[src/rtl/pc_pkg.sv]
// pc_pkg: shared types, constants and helpers for the fetch-stage program counter.
// Optional feature macro: PC_FAULT_EN (adds the FAULT state for illegal control-flow targets).
package pc_pkg;

  // Byte distance between consecutive 32-bit instructions.
  localparam logic [31:0] PC_STEP = 32'd4;

`ifdef PC_FAULT_EN
  typedef enum logic [1:0] {
    IDLE  = 2'd0,
    RUN   = 2'd1,
    HALT  = 2'd2,
    FAULT = 2'd3
  } pc_state_t;
`else
  typedef enum logic [1:0] {
    IDLE  = 2'd0,
    RUN   = 2'd1,
    HALT  = 2'd2
  } pc_state_t;
`endif

  // Jump target: upper nibble of the sequential PC, word index, byte alignment.
  function automatic logic [31:0] jump_target(input logic [31:0] i_pc_plus4,
                                              input logic [25:0] i_index);
    return {i_pc_plus4[31:28], i_index, 2'b00};
  endfunction

endpackage

[src/rtl/pc_next_calc.sv]
// pc_next_calc: combinational next-PC selection (jump > taken branch > sequential)
// plus range / alignment check of the selected target.
// Optional feature macro: PC_FAULT_EN (report misaligned targets instead of masking them).
module pc_next_calc
  import pc_pkg::*;
#(
  parameter int unsigned MEM_BYTES = 36
) (
  input  logic [31:0] i_pc_plus4,
  input  logic        i_branch_en,
  input  logic        i_zero,
  input  logic [31:0] i_branch_offset,
  input  logic        i_jump_en,
  input  logic [25:0] i_jump_index,
  output logic [31:0] o_target,
  output logic        o_redirect,
  output logic        o_target_bad,
  output logic        o_seq_end
);

  // Highest byte address that still holds an instruction word.
  localparam logic [31:0] LAST_ADDR = 32'(MEM_BYTES) - PC_STEP;

  logic [31:0] w_raw;

  // Pick the raw next address; jump outranks a taken branch.
  always_comb begin
    w_raw      = i_pc_plus4;
    o_redirect = 1'b0;
    if (i_jump_en) begin
      w_raw      = jump_target(i_pc_plus4, i_jump_index);
      o_redirect = 1'b1;
    end else if (i_branch_en & i_zero) begin
      w_raw      = i_pc_plus4 + (i_branch_offset << 2);
      o_redirect = 1'b1;
    end else begin
      w_raw      = i_pc_plus4;
      o_redirect = 1'b0;
    end
  end

`ifdef PC_FAULT_EN
  // Misaligned or out-of-image redirects are reported, never silently fixed.
  assign o_target     = w_raw;
  assign o_target_bad = o_redirect & ((w_raw[1:0] != 2'b00) | (w_raw > LAST_ADDR));
`else
  // Without fault reporting the target is forced word-aligned; only range matters.
  assign o_target     = w_raw & ~32'h0000_0003;
  assign o_target_bad = o_redirect & (o_target > LAST_ADDR);
`endif

  // Falling off the end of the program image on a sequential step.
  assign o_seq_end = (i_pc_plus4 > LAST_ADDR);

endmodule

[src/rtl/program_counter.sv]
// program_counter: fetch-stage PC with IDLE bubble after reset, stall, jump/branch
// redirect, end-of-program halt and a saturating issued-instruction counter.
// Optional feature macro: PC_FAULT_EN (illegal redirect targets enter FAULT).
module program_counter
  import pc_pkg::*;
#(
  parameter logic [31:0] RESET_PC  = 32'h0000_0000,
  parameter int unsigned MEM_BYTES = 36
) (
  input  logic        clk,
  input  logic        rst_n,
  input  logic        stall,
  input  logic        branch_en,
  input  logic        zero,
  input  logic [31:0] branch_offset,
  input  logic        jump_en,
  input  logic [25:0] jump_index,
  output logic [31:0] instrn_address,
  output logic [31:0] pc_plus4,
  output logic        fetch_valid,
  output logic        halted,
  output logic        fault,
  output logic [31:0] instr_count
);

  pc_state_t   r_state;
  pc_state_t   w_state_nxt;
  logic [31:0] r_pc;
  logic [31:0] r_pc_plus4;
  logic [31:0] r_count;
  logic        r_fetch_valid;
  logic        r_halted;
  logic [31:0] w_pc_nxt;
  logic        w_count_inc;
  logic [31:0] w_target;
  logic        w_redirect;
  logic        w_target_bad;
  logic        w_seq_end;

  pc_next_calc #(
    .MEM_BYTES (MEM_BYTES)
  ) u_next (
    .i_pc_plus4      (r_pc_plus4),
    .i_branch_en     (branch_en),
    .i_zero          (zero),
    .i_branch_offset (branch_offset),
    .i_jump_en       (jump_en),
    .i_jump_index    (jump_index),
    .o_target        (w_target),
    .o_redirect      (w_redirect),
    .o_target_bad    (w_target_bad),
    .o_seq_end       (w_seq_end)
  );

  // Next state, next PC and counter enable; stall outranks every redirect.
  always_comb begin
    w_state_nxt = r_state;
    w_pc_nxt    = r_pc;
    w_count_inc = 1'b0;
    case (r_state)
      IDLE: begin
        w_state_nxt = RUN;
      end
      RUN: begin
        if (stall) begin
          w_state_nxt = RUN;
        end else begin
          w_count_inc = 1'b1;
          if (w_redirect && w_target_bad) begin
`ifdef PC_FAULT_EN
            w_state_nxt = FAULT;
`else
            w_state_nxt = HALT;
`endif
          end else if (w_redirect) begin
            w_pc_nxt = w_target;
          end else if (w_seq_end) begin
            w_state_nxt = HALT;
          end else begin
            w_pc_nxt = w_target;
          end
        end
      end
      HALT: begin
        w_state_nxt = HALT;
      end
`ifdef PC_FAULT_EN
      FAULT: begin
        w_state_nxt = FAULT;
      end
`endif
      default: begin
        w_state_nxt = IDLE;
        w_pc_nxt    = RESET_PC;
      end
    endcase
  end

  // State, PC, counter and status flags; reset is synchronous and wins in every state.
  always_ff @(posedge clk) begin
    if (!rst_n) begin
      r_state       <= IDLE;
      r_pc          <= RESET_PC;
      r_pc_plus4    <= RESET_PC + PC_STEP;
      r_count       <= 32'd0;
      r_fetch_valid <= 1'b0;
      r_halted      <= 1'b0;
    end else begin
      r_state       <= w_state_nxt;
      r_pc          <= w_pc_nxt;
      r_pc_plus4    <= w_pc_nxt + PC_STEP;
      r_fetch_valid <= (w_state_nxt == RUN);
      r_halted      <= (w_state_nxt == HALT);
      if (w_count_inc && (r_count != 32'hFFFF_FFFF)) begin
        r_count <= r_count + 32'd1;
      end else begin
        r_count <= r_count;
      end
    end
  end

`ifdef PC_FAULT_EN
  logic r_fault;

  // Fault flag follows entry into the FAULT state.
  always_ff @(posedge clk) begin
    if (!rst_n) begin
      r_fault <= 1'b0;
    end else begin
      r_fault <= (w_state_nxt == FAULT);
    end
  end

  assign fault = r_fault;
`else
  assign fault = 1'b0;
`endif

  assign instrn_address = r_pc;
  assign pc_plus4       = r_pc_plus4;
  assign fetch_valid    = r_fetch_valid;
  assign halted         = r_halted;
  assign instr_count    = r_count;

endmodule
[config.mk]
export PLATFORM = sky130hd
export DESIGN_NAME = program_counter
export DESIGN_NICKNAME = d
export VERILOG_FILES = /design/src/rtl/pc_pkg.sv /design/src/rtl/pc_next_calc.sv /design/src/rtl/program_counter.sv
export SDC_FILE = /design/constraint.sdc
export NUM_CORES = 1
export LEC_CHECK = 0
export ABC_AREA = 1
export ABC_CLOCK_PERIOD_IN_PS = 6350
export CELL_PAD_IN_SITES_DETAIL_PLACEMENT = 0
export CELL_PAD_IN_SITES_GLOBAL_PLACEMENT = 1
export CORE_UTILIZATION = 25
export DETAILED_ROUTE_END_ITERATION = 6
export GPL_ROUTABILITY_DRIVEN = 0
export MAX_ROUTING_LAYER = met4
export PLACE_DENSITY_LB_ADDON = 0.15
export SYNTH_ARGS = -nofsm -noshare
export SYNTH_HDL_FRONTEND = slang
export SYNTH_SLANG_ARGS = --single-unit
[constraint.sdc]
create_clock -name clk -period 6.35 [get_ports clk]
set_input_delay 1.27 -clock clk [delete_from_list [all_inputs] [get_ports clk]]
set_output_delay 1.27 -clock clk [all_outputs]
set_load 0.05 [all_outputs]
==> out/qor.yml <==
global_route:
  grt_pass1_vias: 8346
  grt_max_degree: 47
  grt_pass1_wl_microns: 45500
  antenna_found_initial: 1
  grtUsageTotal: 0.193
  grt_overflow: 0
floorplan:
  die_area_sq_um: 31700
  pin_count: 163
  die_h_microns: 178
  die_w_microns: 178
  core_sq_um: 30500
  start_util: 0.254
  rows: 64
cts:
  cts_made_buffers: 9
  h-tree-depth: 3
  post_cts_buffers: 0
  root_buffer: "clkbuf_16"
  ctsHoldBuffers: 0
  cts_resized: 0
  insertion_delay_ns: 0.36
  clk_pin_slew_ns: 0.08
  cts.sinks: 98
  cts_tree: "built"
  cts_buffer_depth: 2
yosys:
  ys_warn_count: 0
  ys_async_sr_fraction: 0
  syn_avg_cell_area_sq_um: 5.84
  synth-edff-count: 0
  synth_fp_nets: 1422
  ys_seq_area_frac: 0.253
  synth_area_sq_um: 7750
  syn_inst: 1326
  yosys_most_used_dff: "dfxtp_1"
  synth_cell_types: 46
  ys_seq_elements: 98
place:
  dp_slack_ns: 0.398
  hpwl_microns: 24200
  io_buffers: 159
  placed_cells: 1860
setup_path:
  cp_top_family: "simple AND/OR/NAND/NOR gates"
  critPathKind: "input port to register"
  critPathMaxStageDelay_ns: 0.47
  cp-endpoint: "pc_plus4[14]"
  timing.rr.start: "pc_plus4[2]"
  path_max_fanout: 28
  cp.required_ns: 6.59
  cp_slowest_cell: "fa_1"
  crit_path_start: "branch_offset[0]"
  critPathArrivalTime_ns: 5.78
  path_buf_inv: 4
  cp.depth: 28
  rrSetupSlack_ns: 1.77
  worstSetupEndpointType: "register"
  reg2reg_depth: 27
  cp_common_cell: "nand3_1"
  cp-start-kind: "input port"
  regToRegEndpoint: "pc_plus4[14]"
sta:
  fmax_ghz: 0.180
  finalSetupViolCount: 0
  hold_slack_ns: 0.492
  slew_headroom: 0.288
  skew_ns: 0.0171
  final.period_utilization: 0.873
  period_minus_slack_ns: 5.55
  setup-tns-final_ns: 0
  hold_violations: 0
  layout_setup_ws_ns: 0.805
  maxSlewViolCount: 0
  tightestPinTransition_ns: 1.07
  rsz0062_at_grt: "no"
pwr:
  peakVddDrop_mv: 0.116
  p_per_area_nw_per_um2: 158
  p_leak_nw: 4.36
finish:
  areaGrowthSynthToFinish_pct: 29.4
  layout.cells.non_filler: 1877
  drive_gt1_frac: 0.0736
  final_cell_mix: "392 x nand2_1, 194 x inv_1, 159 x clkdlybuf4s50_1, 148 x nor2_1, 124 x nand3_1"
  final_net_count: 1571
  final_common_cell: "nand2_1"
route:
  drt_iter0_drc: 427
  firstDrtPassIters: 7
  ant_nets: 0
  viasPerCell: 4.57
  wl_per_cell_microns: 15.8
  num_vias: 8583
  totalWireLength_microns: 29600
  drc: 0
hold_path:
  hold_path_class: "register to register"
status:
  run_status: "finished clean"
run:
  drv_cap: 0
## worst min-delay path by stage
stage	start	end	slack (ns)	cells after the start
CTS	instr_count[30]	instr_count[30]	0.50	1
global placement	instr_count[19]	instr_count[19]	0.48	2
detailed placement	instr_count[30]	instr_count[30]	0.48	1
floorplan	r_state[1]	halted	0.50	2
global route	instr_count[9]	instr_count[9]	0.52	2
finish	instr_count[19]	instr_count[19]	0.49	2
## report_power, final
group | internal (mW) | total [mW] | switching, mW
clock network | 0.276 | 0.544 | 0.268
logic | 0.135 | 0.391 | 0.257
registers | 0.628 | 0.646 | 0.0179
total | 1.04 | 1.58 | 0.543
## Yosys cell counts, drive strengths merged, types with 2 or more instances
cell,n,share of area
inv,218,0.11
nor2,175,0.095
nor4,12,0.0097
nand4,24,0.019
o22ai,11,0.0089
nor3,21,0.015
clkinv,7,0.0034
nor3b,2,0.0019
a21boi,2,0.0019
o21bai,7,0.0068
or2,5,0.0040
o21ai,28,0.018
nand3,127,0.084
nand3b,6,0.0058
dfxtp,98,0.25
ha,31,0.050
o21a,4,0.0039
and3,2,0.0016
a211oi,4,0.0039
buf,12,0.012
a21oi,75,0.049
xor2,3,0.0034
a22o,11,0.012
clkbuf,14,0.0068
nand2,420,0.22
## worst register-to-register path: stages (launching register included)
cell and delay [ns]:
dfxtp_1 0.35, ha_1 0.25, fa_1 0.47, nand3_1 0.15, nand2_2 0.10, nand3_1 0.10, nand3_1 0.19, nand2_1 0.14
nand3_1 0.08, nand3_1 0.09, nand2_1 0.05, nor2_1 0.20, nand3_1 0.11, nor2_1 0.19, nand3_2 0.15, nand2_4 0.16
nand2_8 0.19, inv_2 0.15, nor2_1 0.08, a21oi_2 0.13, ha_1 0.25, nand3_2 0.15, inv_1 0.14, nand2_1 0.11
nor2_2 0.14, o21ai_0 0.10, o21ai_0 0.16, inv_1 0.06
## layer usage
layer | vias up | GRT usage | share of wire
met1 | 3873 | 0.256 | 0.49
met4 | 0 | 0.0481 | 0.016
met2 | 172 | 0.313 | 0.46
met3 | 25 | 0.0190 | 0.039
met5 | - | - | 0
li1 | 4513 | - | -
## registers in the layout, summed over array words and instances (netlist names)
signal          count
instrn_address     32
r_state             2
halted              1
fetch_valid         1
pc_plus4           30
instr_count        32
## logic make-up after synthesis
kind of cell | share of synthesized area
adder cells (fa/ha/maj) | 0.0526
flip-flops | 0.253
XOR/XNOR | 0.00452
AO/OA/AOI/OAI | 0.108
buffers and inverters | 0.127
AND/OR/NAND/NOR | 0.454
other | 0.000484
## area by class of cell
| class | count | area [sq um] |
|---|---|---|
| antenna | 1 | 2.50 |
| clock buffer | 10 | 229 |
| clock inverter | 6 | 56.3 |
| fill | 3382 | 20500 |
| inverter | 225 | 845 |
| multi-input combinational | 977 | 4800 |
| sequential | 98 | 1960 |
| tap | 396 | 495 |
| timing repair buffer | 164 | 1640 |
## metrics by stage
step / instance area, sq um / utilization / total power, mW
finish: 10000 / 0.329 / 1.58
global route: 10000 / 0.329 / 1.67
CTS: 10000 / 0.329 / 1.61
detailed placement: 9740 / 0.319 / 1.05
global placement: 9740 / 0.319 / 1.06
floorplan: 7750 / - / 0.914
No activity file was read; power rests on OpenSTA's default activity.
